### src/rtl/simon_host_link_if.sv
// Byte-stream link between the host byte adapter (master) and simon_host_link (slave).
// A byte moves on a rising clk edge only when its valid and ready are both high;
// valid and its byte hold steady until taken, and ready does not depend on valid.
interface simon_host_link_if;
  logic       in_valid;
  logic [7:0] in_byte;
  logic       in_ready;
  logic       out_valid;
  logic [7:0] out_byte;
  logic       out_ready;

  modport master (output in_valid, in_byte, out_ready,
                  input  in_ready, out_valid, out_byte);
  modport slave  (input  in_valid, in_byte, out_ready,
                  output in_ready, out_valid, out_byte);
endinterface

### src/rtl/simon_host_link.sv
// Host front end for the SIMON 96/144 core: collects command and operand bytes,
// runs the core key/data handshakes and streams the 12-byte result back out.
module simon_host_link #(
  parameter int N  = 48,
  parameter int M  = 3,
  parameter int KB = 18,
  parameter int DB = 12
) (
  input  logic                 clk,
  input  logic                 R,
  simon_host_link_if.slave     host,
  output logic                 newKey,
  output logic                 newData,
  output logic                 enc_dec,
  output logic                 readData,
  output logic [2*N-1:0]       plain,
  output logic [M-1:0][N-1:0]  key,
  input  logic                 ldKey,
  input  logic                 ldData,
  input  logic                 doneKey,
  input  logic                 doneData,
  input  logic [2*N-1:0]       cipher,
  output logic                 key_ok,
  output logic                 busy,
  output logic                 err,
  output logic [2:0]           fsm_state
);

  localparam int CW = $clog2((KB > DB) ? KB : DB);
  localparam logic [CW-1:0] KEY_LAST  = CW'(KB - 1);
  localparam logic [CW-1:0] DATA_LAST = CW'(DB - 1);

  typedef enum logic [2:0] {
    IDLE, RX_KEY, LOAD_KEY, WAIT_KEY, RX_DATA, LOAD_DATA, WAIT_DATA, TX
  } state_t;

  state_t            state;
  logic [CW-1:0]     cnt;
  logic [M*N-1:0]    key_sr;
  logic [2*N-1:0]    tx_sr;
  logic              in_rdy;
  logic              out_vld;
  logic              take_in;
  logic              take_out;

  assign take_in       = host.in_valid && in_rdy;
  assign take_out      = out_vld && host.out_ready;
  assign host.in_ready  = in_rdy;
  assign host.out_valid = out_vld;
  assign host.out_byte  = tx_sr[2*N-1 -: 8];
  assign key           = key_sr;
  assign fsm_state     = state;

  always_ff @(posedge clk) begin
    if (R) begin
      state    <= IDLE;
      cnt      <= '0;
      key_sr   <= '0;
      plain    <= '0;
      tx_sr    <= '0;
      in_rdy   <= 1'b0;
      out_vld  <= 1'b0;
      newKey   <= 1'b0;
      newData  <= 1'b0;
      enc_dec  <= 1'b0;
      readData <= 1'b0;
      key_ok   <= 1'b0;
      busy     <= 1'b0;
      err      <= 1'b0;
    end else begin
      err      <= 1'b0;
      readData <= 1'b0;
      case (state)
        IDLE: begin
          in_rdy <= 1'b1;
          busy   <= 1'b0;
          if (take_in) begin
            cnt <= '0;
            case (host.in_byte)
              8'h4B: begin
                key_ok <= 1'b0;
                busy   <= 1'b1;
                state  <= RX_KEY;
              end
              8'h45: begin
                enc_dec <= 1'b1;
                busy    <= 1'b1;
                state   <= RX_DATA;
              end
              8'h44: begin
                enc_dec <= 1'b0;
                busy    <= 1'b1;
                state   <= RX_DATA;
              end
              default: err <= 1'b1;
            endcase
          end
        end
        RX_KEY: begin
          if (take_in) begin
            key_sr <= {key_sr[M*N-9:0], host.in_byte};
            cnt    <= cnt + 1'b1;
            if (cnt == KEY_LAST) begin
              in_rdy <= 1'b0;
              newKey <= 1'b1;
              state  <= LOAD_KEY;
            end
          end
        end
        // ldKey with doneKey in the same cycle skips WAIT_KEY entirely.
        LOAD_KEY: begin
          if (ldKey) begin
            newKey <= 1'b0;
            if (doneKey) begin
              key_ok <= 1'b1;
              busy   <= 1'b0;
              in_rdy <= 1'b1;
              state  <= IDLE;
            end else begin
              state  <= WAIT_KEY;
            end
          end
        end
        WAIT_KEY: begin
          if (doneKey) begin
            key_ok <= 1'b1;
            busy   <= 1'b0;
            in_rdy <= 1'b1;
            state  <= IDLE;
          end
        end
        RX_DATA: begin
          if (take_in) begin
            plain <= {plain[2*N-9:0], host.in_byte};
            cnt   <= cnt + 1'b1;
            if (cnt == DATA_LAST) begin
              if (key_ok) begin
                in_rdy  <= 1'b0;
                newData <= 1'b1;
                state   <= LOAD_DATA;
              end else begin
                err   <= 1'b1;
                busy  <= 1'b0;
                state <= IDLE;
              end
            end
          end
        end
        LOAD_DATA: begin
          if (ldData) begin
            newData <= 1'b0;
            if (doneData) begin
              tx_sr    <= cipher;
              readData <= 1'b1;
              out_vld  <= 1'b1;
              cnt      <= '0;
              state    <= TX;
            end else begin
              state    <= WAIT_DATA;
            end
          end
        end
        WAIT_DATA: begin
          if (doneData) begin
            tx_sr    <= cipher;
            readData <= 1'b1;
            out_vld  <= 1'b1;
            cnt      <= '0;
            state    <= TX;
          end
        end
        TX: begin
          if (take_out) begin
            tx_sr <= {tx_sr[2*N-9:0], 8'h00};
            cnt   <= cnt + 1'b1;
            if (cnt == DATA_LAST) begin
              out_vld <= 1'b0;
              busy    <= 1'b0;
              in_rdy  <= 1'b1;
              state   <= IDLE;
            end
          end
        end
      endcase
    end
  end

endmodule

### src/flat_wrapper.sv
// flat-port wrapper written by rule: the top's interface ports become plain ports
module simon_host_link_flat 
#(
  parameter int N  = 48,
  parameter int M  = 3,
  parameter int KB = 18,
  parameter int DB = 12
)
  (clk, R, newKey, newData, enc_dec, readData, plain, key, ldKey, ldData, doneKey, doneData, cipher, key_ok, busy, err, fsm_state, host_in_valid, host_in_byte, host_out_ready, host_in_ready, host_out_valid, host_out_byte);
  simon_host_link_if host_i ();
  input  logic clk;
  input  logic R;
  output logic newKey;
  output logic newData;
  output logic enc_dec;
  output logic readData;
  output logic [2*N-1:0] plain;
  output logic [M-1:0][N-1:0] key;
  input  logic ldKey;
  input  logic ldData;
  input  logic doneKey;
  input  logic doneData;
  input  logic [2*N-1:0] cipher;
  output logic key_ok;
  output logic busy;
  output logic err;
  output logic [2:0] fsm_state;
  input wire logic [$bits(host_i.in_valid)-1:0] host_in_valid;
  input wire logic [$bits(host_i.in_byte)-1:0] host_in_byte;
  input wire logic [$bits(host_i.out_ready)-1:0] host_out_ready;
  output wire logic [$bits(host_i.in_ready)-1:0] host_in_ready;
  output wire logic [$bits(host_i.out_valid)-1:0] host_out_valid;
  output wire logic [$bits(host_i.out_byte)-1:0] host_out_byte;
  assign host_i.in_valid = host_in_valid;
  assign host_i.in_byte = host_in_byte;
  assign host_i.out_ready = host_out_ready;
  assign host_in_ready = host_i.in_ready;
  assign host_out_valid = host_i.out_valid;
  assign host_out_byte = host_i.out_byte;
  simon_host_link #(.N(N), .M(M), .KB(KB), .DB(DB)) u_core (.clk(clk), .R(R), .host(host_i), .newKey(newKey), .newData(newData), .enc_dec(enc_dec), .readData(readData), .plain(plain), .key(key), .ldKey(ldKey), .ldData(ldData), .doneKey(doneKey), .doneData(doneData), .cipher(cipher), .key_ok(key_ok), .busy(busy), .err(err), .fsm_state(fsm_state));
endmodule
### config.mk
export PLATFORM = sky130hd
export DESIGN_NAME = simon_host_link_flat
export DESIGN_NICKNAME = d
export VERILOG_FILES = /design/src/rtl/simon_host_link_if.sv /design/src/rtl/simon_host_link.sv /design/src/flat_wrapper.sv
export SDC_FILE = /design/constraint.sdc
export NUM_CORES = 1
export LEC_CHECK = 0
export CORE_MARGIN = 2
export CORE_UTILIZATION = 44
export DETAILED_ROUTE_END_ITERATION = 10
export HOLD_SLACK_MARGIN = 0.1
export PLACE_DENSITY = 0.73
export SETUP_SLACK_MARGIN = 0.02
export SYNTH_ARGS = -nofsm -noshare
export SYNTH_HDL_FRONTEND = slang
export SYNTH_SLANG_ARGS = --single-unit
### constraint.sdc
create_clock -name clk -period 4.3 [get_ports clk]
set_input_delay 0.86 -clock clk [delete_from_list [all_inputs] [get_ports clk]]
set_output_delay 0.86 -clock clk [all_outputs]
set_load 0.05 [all_outputs]
==> qor.txt, run 1 <==
Outcome - finished, final reports clean
Clock tree root buffer cell - clkbuf_16
Die Span X - 179 um
Post-cts sizing count - 0
Core Region - 0.0304 mm^2
Share of post-route cells with drive strength above 1 - 0.0448
FP Rows - 64
Post-synth EDFFs - 0
Sequential cell fraction of total power - 0.476
Post-Syn Nets - 1746
Placer Congestion - 0.826
Buffers inserted by post-CTS timing repair - 0
Register area share after synthesis - 0.523
Pleak - 0.00659 uW
Total CTS buffers - 38
Antenna cells - 0
RR Startpoint - u_core.fsm_state[2]$_SDFFE_PP0P_
Buffers and inverters on the worst path - 1
Crit path max fanout - 25
DP Wirelength - 26600 um
CP delay by family, top - buffers and inverters
Largest net degree at the start of global routing - 145
Worst skew pair latency - 520 ps
NetSw - 1420 uW
Worst reg2reg path depth - 5
Net count, final - 2031
Worst slew pin tran - 954 ps
Worst vdd ir - 0.272 mV
Syn Std Cell Area - 0.0135 mm^2
Max_cap viols - 0
Initial antenna violation count - 0
Vias in the first global route - 11.4k
Avg Cell Area, Syn - 8.29 um^2
Distinct cells, synth - 54
Cell Chain, Critical Path - clkdlybuf4s50_1
Sink Count - 353
CP max stage delay - 990 ps
Global route total overflow - 0
Post-route insts no fill - 2339
RR Endpoint - u_core.key[128]$_SDFFE_PP0P_
Drt drc - 0
Routed WL - 39700 um
Pwr dens - 369 mW/mm^2
Clk buf depth - 3
Max Slew Vio Count - 0
Hold Path Class - reg2reg
Setup TNS - 0 ps
Critical path required time - 3440 ps
Die area - 0.0322 mm^2
Switching portion of total power - 0.207
Yosys warning count - 0
Worst EP arrival - 2450 ps
Peak Freq - 302 MHz
Clock transition at path regs - 60 ps
Critical path depth - 1
Layout Skew - 9.17 ps
Clock power share - 0.492
DR vias - 12.1k
Global-route wire length before repair - 60700 um
Min Tclk post-route - 3310 ps
Unrepaired setup endpoints after global routing - false
Hold Fails Final Rpt - 0
R2R setup slack - 1440 ps
Asr flop ratio synth - 0
Slew HR - 0.363
CP max stage cell - clkdlybuf4s50_1
Cells after DPL - 2273
CTS tree - done
Synth Flop Type - dfxtp_1
Setup CP Type - reg2out
Area grow syn2layout - 37.6%
Antenna viol nets, final - 0
Cts hold-fix bufs - 0
Design internal power - 5450 uW
Wire per inst - 17.0 um
TritonRoute pass-1 iters - 5
Power share of the combinational group - 0.031
Final Setup Violations - 0
Height of the chip - 179 um
Filler Cells Inserted - 2653
Global Route Usage Sum - 0.235
Critical Path Source Type - flop
Ports - 372
Synth Instances - 1632
Kind of end point of the critical path - primary output
CP endpoint - fsm_state[1]
DR vias/cell - 5.19
Initial Util - 0.444
Post-route clock period utilization - 0.770
# H-tree levels - 2
# port buffers - 371
1st-iter DRT viols - 958
Crit path launch - u_core.fsm_state[1]$_SDFFE_PP0P_
Synth Register Bits - 353
[power groups by stage]
| stage | sequential, uW | clock [uW] | combinational, uW |
|---|---|---|---|
| 6_report | 3270 | 3380 | 216 |
| 5_1_grt | 3270 | 3590 | 231 |
| 4_1_cts | 3270 | 3440 | 217 |
| 3_5_place_dp | 3340 | 0 | 214 |
| 3_3_place_gp | 3340 | 0 | 214 |
| 2_1_floorplan | 3350 | 0 | 78.5 |
[how the worst min path moves through the flow]
stage,start,endpoint,slack (ps),cells past startpoint
2_1_floorplan,u_core.tx_sr[0]$_SDFFE_PP0P_,u_core.tx_sr[0]$_SDFFE_PP0P_,430,2
3_3_place_gp,u_core.tx_sr[0]$_SDFFE_PP0P_,u_core.tx_sr[0]$_SDFFE_PP0P_,440,2
3_5_place_dp,u_core.tx_sr[5]$_SDFFE_PP0P_,u_core.tx_sr[5]$_SDFFE_PP0P_,440,2
4_1_cts,u_core.tx_sr[5]$_SDFFE_PP0P_,u_core.tx_sr[5]$_SDFFE_PP0P_,450,2
5_1_grt,u_core.tx_sr[1]$_SDFFE_PP0P_,u_core.tx_sr[1]$_SDFFE_PP0P_,470,2
6_report,u_core.tx_sr[5]$_SDFFE_PP0P_,u_core.tx_sr[5]$_SDFFE_PP0P_,450,2
[area by class of cell]
cell class / count / area (um^2) / area share
sequential: 353 / 7070 / 0.380
clock inverter: 10 / 135 / 0.00726
clock buffer: 56 / 1170 / 0.0629
timing repair buffer: 384 / 3880 / 0.208
inverter: 7 / 26.3 / 0.00141
tap: 396 / 495 / 0.0266
multi-input combinational: 1133 / 5840 / 0.314
[synth_stat cells, drive strengths merged, types with 4 or more instances]
cell,n,area (um^2)
o21a,4,30.0
o21ai,11,55.1
dfxtp,353,7070
nor2,103,387
nand2,501,1880
or3,5,31.3
a211oi,90,676
mux2i,93,931
nand3,14,70.1
clkbuf,82,308
buf,57,319
inv,7,26.3
a21oi,259,1300
nor3,4,30.0
[cells in the final DEF, fill, tap and decap left out, drive strengths merged, types with 4 or more instances in the layout]
master / count
o21a: 4
a21oi: 259
nor2: 103
nor3: 4
clkdlybuf4s50: 370
buf: 14
nand2: 501
nand3: 14
mux2i: 93
o21ai: 11
clkinv: 5
a211oi: 90
dfxtp: 353
inv: 8
or3: 5
clkbuf: 56
[stage by stage]
step / hold WS [ps] / power (uW) / setup slack (ps) / utilization / area, um^2
after global routing: 470 / 7090 / 870 / 0.612 / 18600
after CTS: 451 / 6930 / 998 / 0.612 / 18600
final: 450 / 6870 / 988 / 0.612 / 18600
after floorplan: 431 / 3430 / 2080 / - / 13500
after detailed placement: 443 / 3560 / 1060 / 0.569 / 17300
after global placement: 438 / 3560 / 1160 / 0.569 / 17300
[routing by layer]
| layer | global-route usage | vias up | share of wire |
|---|---|---|---|
| met5 | 0 | - | 0 |
| met4 | 0.0628 | 0 | 0.021 |
| met3 | 0.0734 | 55 | 0.085 |
| met2 | 0.385 | 368 | 0.47 |
| met1 | 0.299 | 5641 | 0.42 |
| li1 | - | 6065 | - |
[logic make-up after synthesis]
| kind of cell | after synthesis | share of synthesized area |
|---|---|---|
| compound gates | 387 | 0.167 |
| xor+xnor | 1 | 0.000648 |
| fa+ha+maj | 2 | 0.00185 |
| buf+inv | 146 | 0.0483 |
| flops | 353 | 0.523 |
| mux | 93 | 0.0688 |
| simple gates | 650 | 0.190 |
[registers in the layout, summed over array words and instances, names as in the netlist]
signal	cells
u_core.readData	1
u_core.busy	1
u_core.fsm_state	3
u_core.enc_dec	1
u_core.err	1
u_core.newData	1
u_core.host.in_ready	1
u_core.plain	96
u_core.tx_sr	96
u_core.key_ok	1
u_core.newKey	1
u_core.key	144
u_core.host.out_valid	1
u_core.cnt	5
Note: power is estimated with default switching activity, not from simulation.
==> inputs of run 2 (changes only) <==
--- a/config.mk
+++ b/config.mk
@@ -6,10 +6,10 @@
 export NUM_CORES = 1
 export LEC_CHECK = 0
 export CORE_MARGIN = 2
-export CORE_UTILIZATION = 44
+export CORE_UTILIZATION = 43
 export DETAILED_ROUTE_END_ITERATION = 10
 export HOLD_SLACK_MARGIN = 0.1
-export PLACE_DENSITY = 0.73
+export PLACE_DENSITY = 0.75
 export SETUP_SLACK_MARGIN = 0.02
 export SYNTH_ARGS = -nofsm -noshare
 export SYNTH_HDL_FRONTEND = slang
==> constraint.sdc (replaced) <==
create_clock -name clk -period 2.85 [get_ports clk]
set_input_delay 0.57 -clock clk [delete_from_list [all_inputs] [get_ports clk]]
set_output_delay 0.57 -clock clk [all_outputs]
set_load 0.05 [all_outputs]
==> run 2 against run 1 <==
  * Clock skew up 5.3 ps
  * Core utilization down 0.27 points
  * Sequential share of layout area down 0.23 points
  * Via count up 1.0%
  * Combinational power up 57%
  * Critical endpoint unchanged
  * Largest power group is now sequential cells
==> qor.txt, run 2 (same netlist as run 1, synthesis figures left out) <==
1st-iter DRT viols - 992
Commonest non-fill, non-tap cells in the layout - nand2_1 (501), clkdlybuf4s50_1 (369), dfxtp_1 (353), a21oi_1 (259), nor2_1 (103)
Initial antenna violation count - 2
Clock power share - 0.475
Worst Min Path Start - u_core.tx_sr[6]$_SDFFE_PP0P_
Antenna viol nets, final - 0
Placer Congestion - 0.870
TritonRoute pass-1 iters - 5
Hold Path Sink - u_core.tx_sr[6]$_SDFFE_PP0P_
Wire per inst - 17.0 um
Critical path required time - 2280 ps
Vias in the first global route - 11.6k
Max Slew Vio Count - 0
Worst slew pin tran - 704 ps
FP Rows - 64
RR Startpoint - u_core.fsm_state[1]$_SDFFE_PP0P_
Critical Path Source Type - flop
CTS tree - done
Buffers and inverters on the worst path - 1
Largest register FFs - 144
Net count, final - 2045
# port buffers - 371
Initial Util - 0.440
Total Power - 10000 uW
Final Setup Violations - 0
Global-route wire length before repair - 62700 um
NetSw - 2110 uW
DR vias - 12.3k
Share of post-route cells with drive strength above 1 - 0.0475
Max_cap viols - 0
Drt drc - 0
Area grow syn2layout - 38.5%
Global route total overflow - 0
CP max stage delay - 930 ps
Place WS - 251 ps
Worst EP arrival - 2110 ps
Sequential cell fraction of total power - 0.492
Global Route Usage Sum - 0.234
Post-cts sizing count - 0
CP delay by family, top - buffers and inverters
DR vias/cell - 5.21
Worst reg2reg path depth - 6
Post-route clock period utilization - 0.942
Ports - 372
Commonest non-fill, non-tap cell in the layout - nand2_1
Clock tree root buffer cell - clkbuf_16
Unrepaired setup endpoints after global routing - false
Buffers inserted by post-CTS timing repair - 0
Worst skew pair latency - 510 ps
Worst vdd ir - 0.401 mV
Outcome - finished, final reports clean
Finished Core Util - 0.609
Crit path max fanout - 13
Sink Count - 353
R2R setup slack - 590 ps
Pwr dens - 536 mW/mm^2
Setup TNS - 0 ps
Power share of the combinational group - 0.034
Pleak - 0.00666 uW
Min Tclk post-route - 2680 ps
Height of the chip - 181 um
Largest net degree at the start of global routing - 97
Total CTS buffers - 40
Cell Chain, Critical Path - clkdlybuf4s50_1
DP Wirelength - 27200 um
Peak Freq - 372 MHz
Die Span X - 181 um
Final WS setup - 165 ps
Slew HR - 0.518
# H-tree levels - 2
Design internal power - 7930 uW
Switching portion of total power - 0.210
Clock transition at path regs - 60 ps
Hold Path Class - reg2reg
RR Endpoint - u_core.fsm_state[1]$_SDFFE_PP0P_
Layout Skew - 14.5 ps
Worst hold path cell count - 2
Clk buf depth - 3
Kind of end point of the critical path - primary output
Routed WL - 40000 um
Cts hold-fix bufs - 0
Setup CP Type - reg2out
Core Region - 0.0307 mm^2
Hold Fails Final Rpt - 0
Die area - 0.0329 mm^2
CP max stage cell - clkdlybuf4s50_1
-- run 2: changes by cell type in the layout (fill, tap and decap cells not counted) --
cell | previous run | this run
buf_12 | 5 | 14
clkbuf_1 | 4 | 11
clkbuf_8 | 13 | 7
buf_4 | 8 | 11
bufinv_16 | 3 | 0
clkbuf_16 | 39 | 41
clkinv_2 | 4 | 6
clkdlybuf4s50_1 | 370 | 369
clkinvlp_4 | 1 | 0
diode_2 | 0 | 1
dlymetal6s2s_1 | 0 | 1
-- run 2: power by group through the flow --
stage               registers [uW]  clock network (uW)  logic, uW
floorplan                     5050                   0        118
global placement              5050                   0        337
detailed placement            5050                   0        336
CTS                           4940                4860        340
global route                  4940                5070        361
finish                        4940                4770        339
-- run 2: metal layers --
metal / routed length (um) / vias up / global-route usage
li1: - / 6084 / -
met1: 16900 / 5670 / 0.294
met2: 18900 / 418 / 0.387
met3: 3000 / 81 / 0.0627
met4: 1240 / 2 / 0.0839
met5: 9 / - / 0
-- run 2: stage by stage --
| step | std cells | hold slack (ps) | instance area (um^2) |
|---|---|---|---|
| after detailed placement | 2285 | 445 | 17500 |
| after CTS | 2352 | 453 | 18700 |
| after global routing | 2353 | 474 | 18700 |
| after global placement | 2285 | 439 | 17500 |
| final | 2353 | 450 | 18700 |
| after floorplan | 1632 | 431 | 13500 |
-- run 2: layout make-up --
cell class              count  area (um^2)
well taps                 396          495
repair buffers            396         4080
clock buffers              59         1160
inverters                   7         26.3
multi-input cells        1133         5840
diodes                      1         2.50
fillers                  2709        12000
flip-flops and latches    353         7070
clock inverters             8         47.5
-- run 2: worst max-delay path by stage --
stage                                                start                               end  slack [ps]  cells past startpoint
after floorplan           u_core.fsm_state[0]$_SDFFE_PP0P_  u_core.fsm_state[1]$_SDFFE_PP0P_         690                      7
final                     u_core.fsm_state[1]$_SDFFE_PP0P_                      fsm_state[1]         170                      1
after CTS                 u_core.fsm_state[0]$_SDFFE_PP0P_                      fsm_state[0]          80                      1
after global routing      u_core.fsm_state[1]$_SDFFE_PP0P_                      fsm_state[1]         120                      1
after global placement                     host_in_byte[3]  u_core.fsm_state[1]$_SDFFE_PP0P_         290                      6
after detailed placement                   host_in_byte[5]  u_core.fsm_state[1]$_SDFFE_PP0P_         250                      6
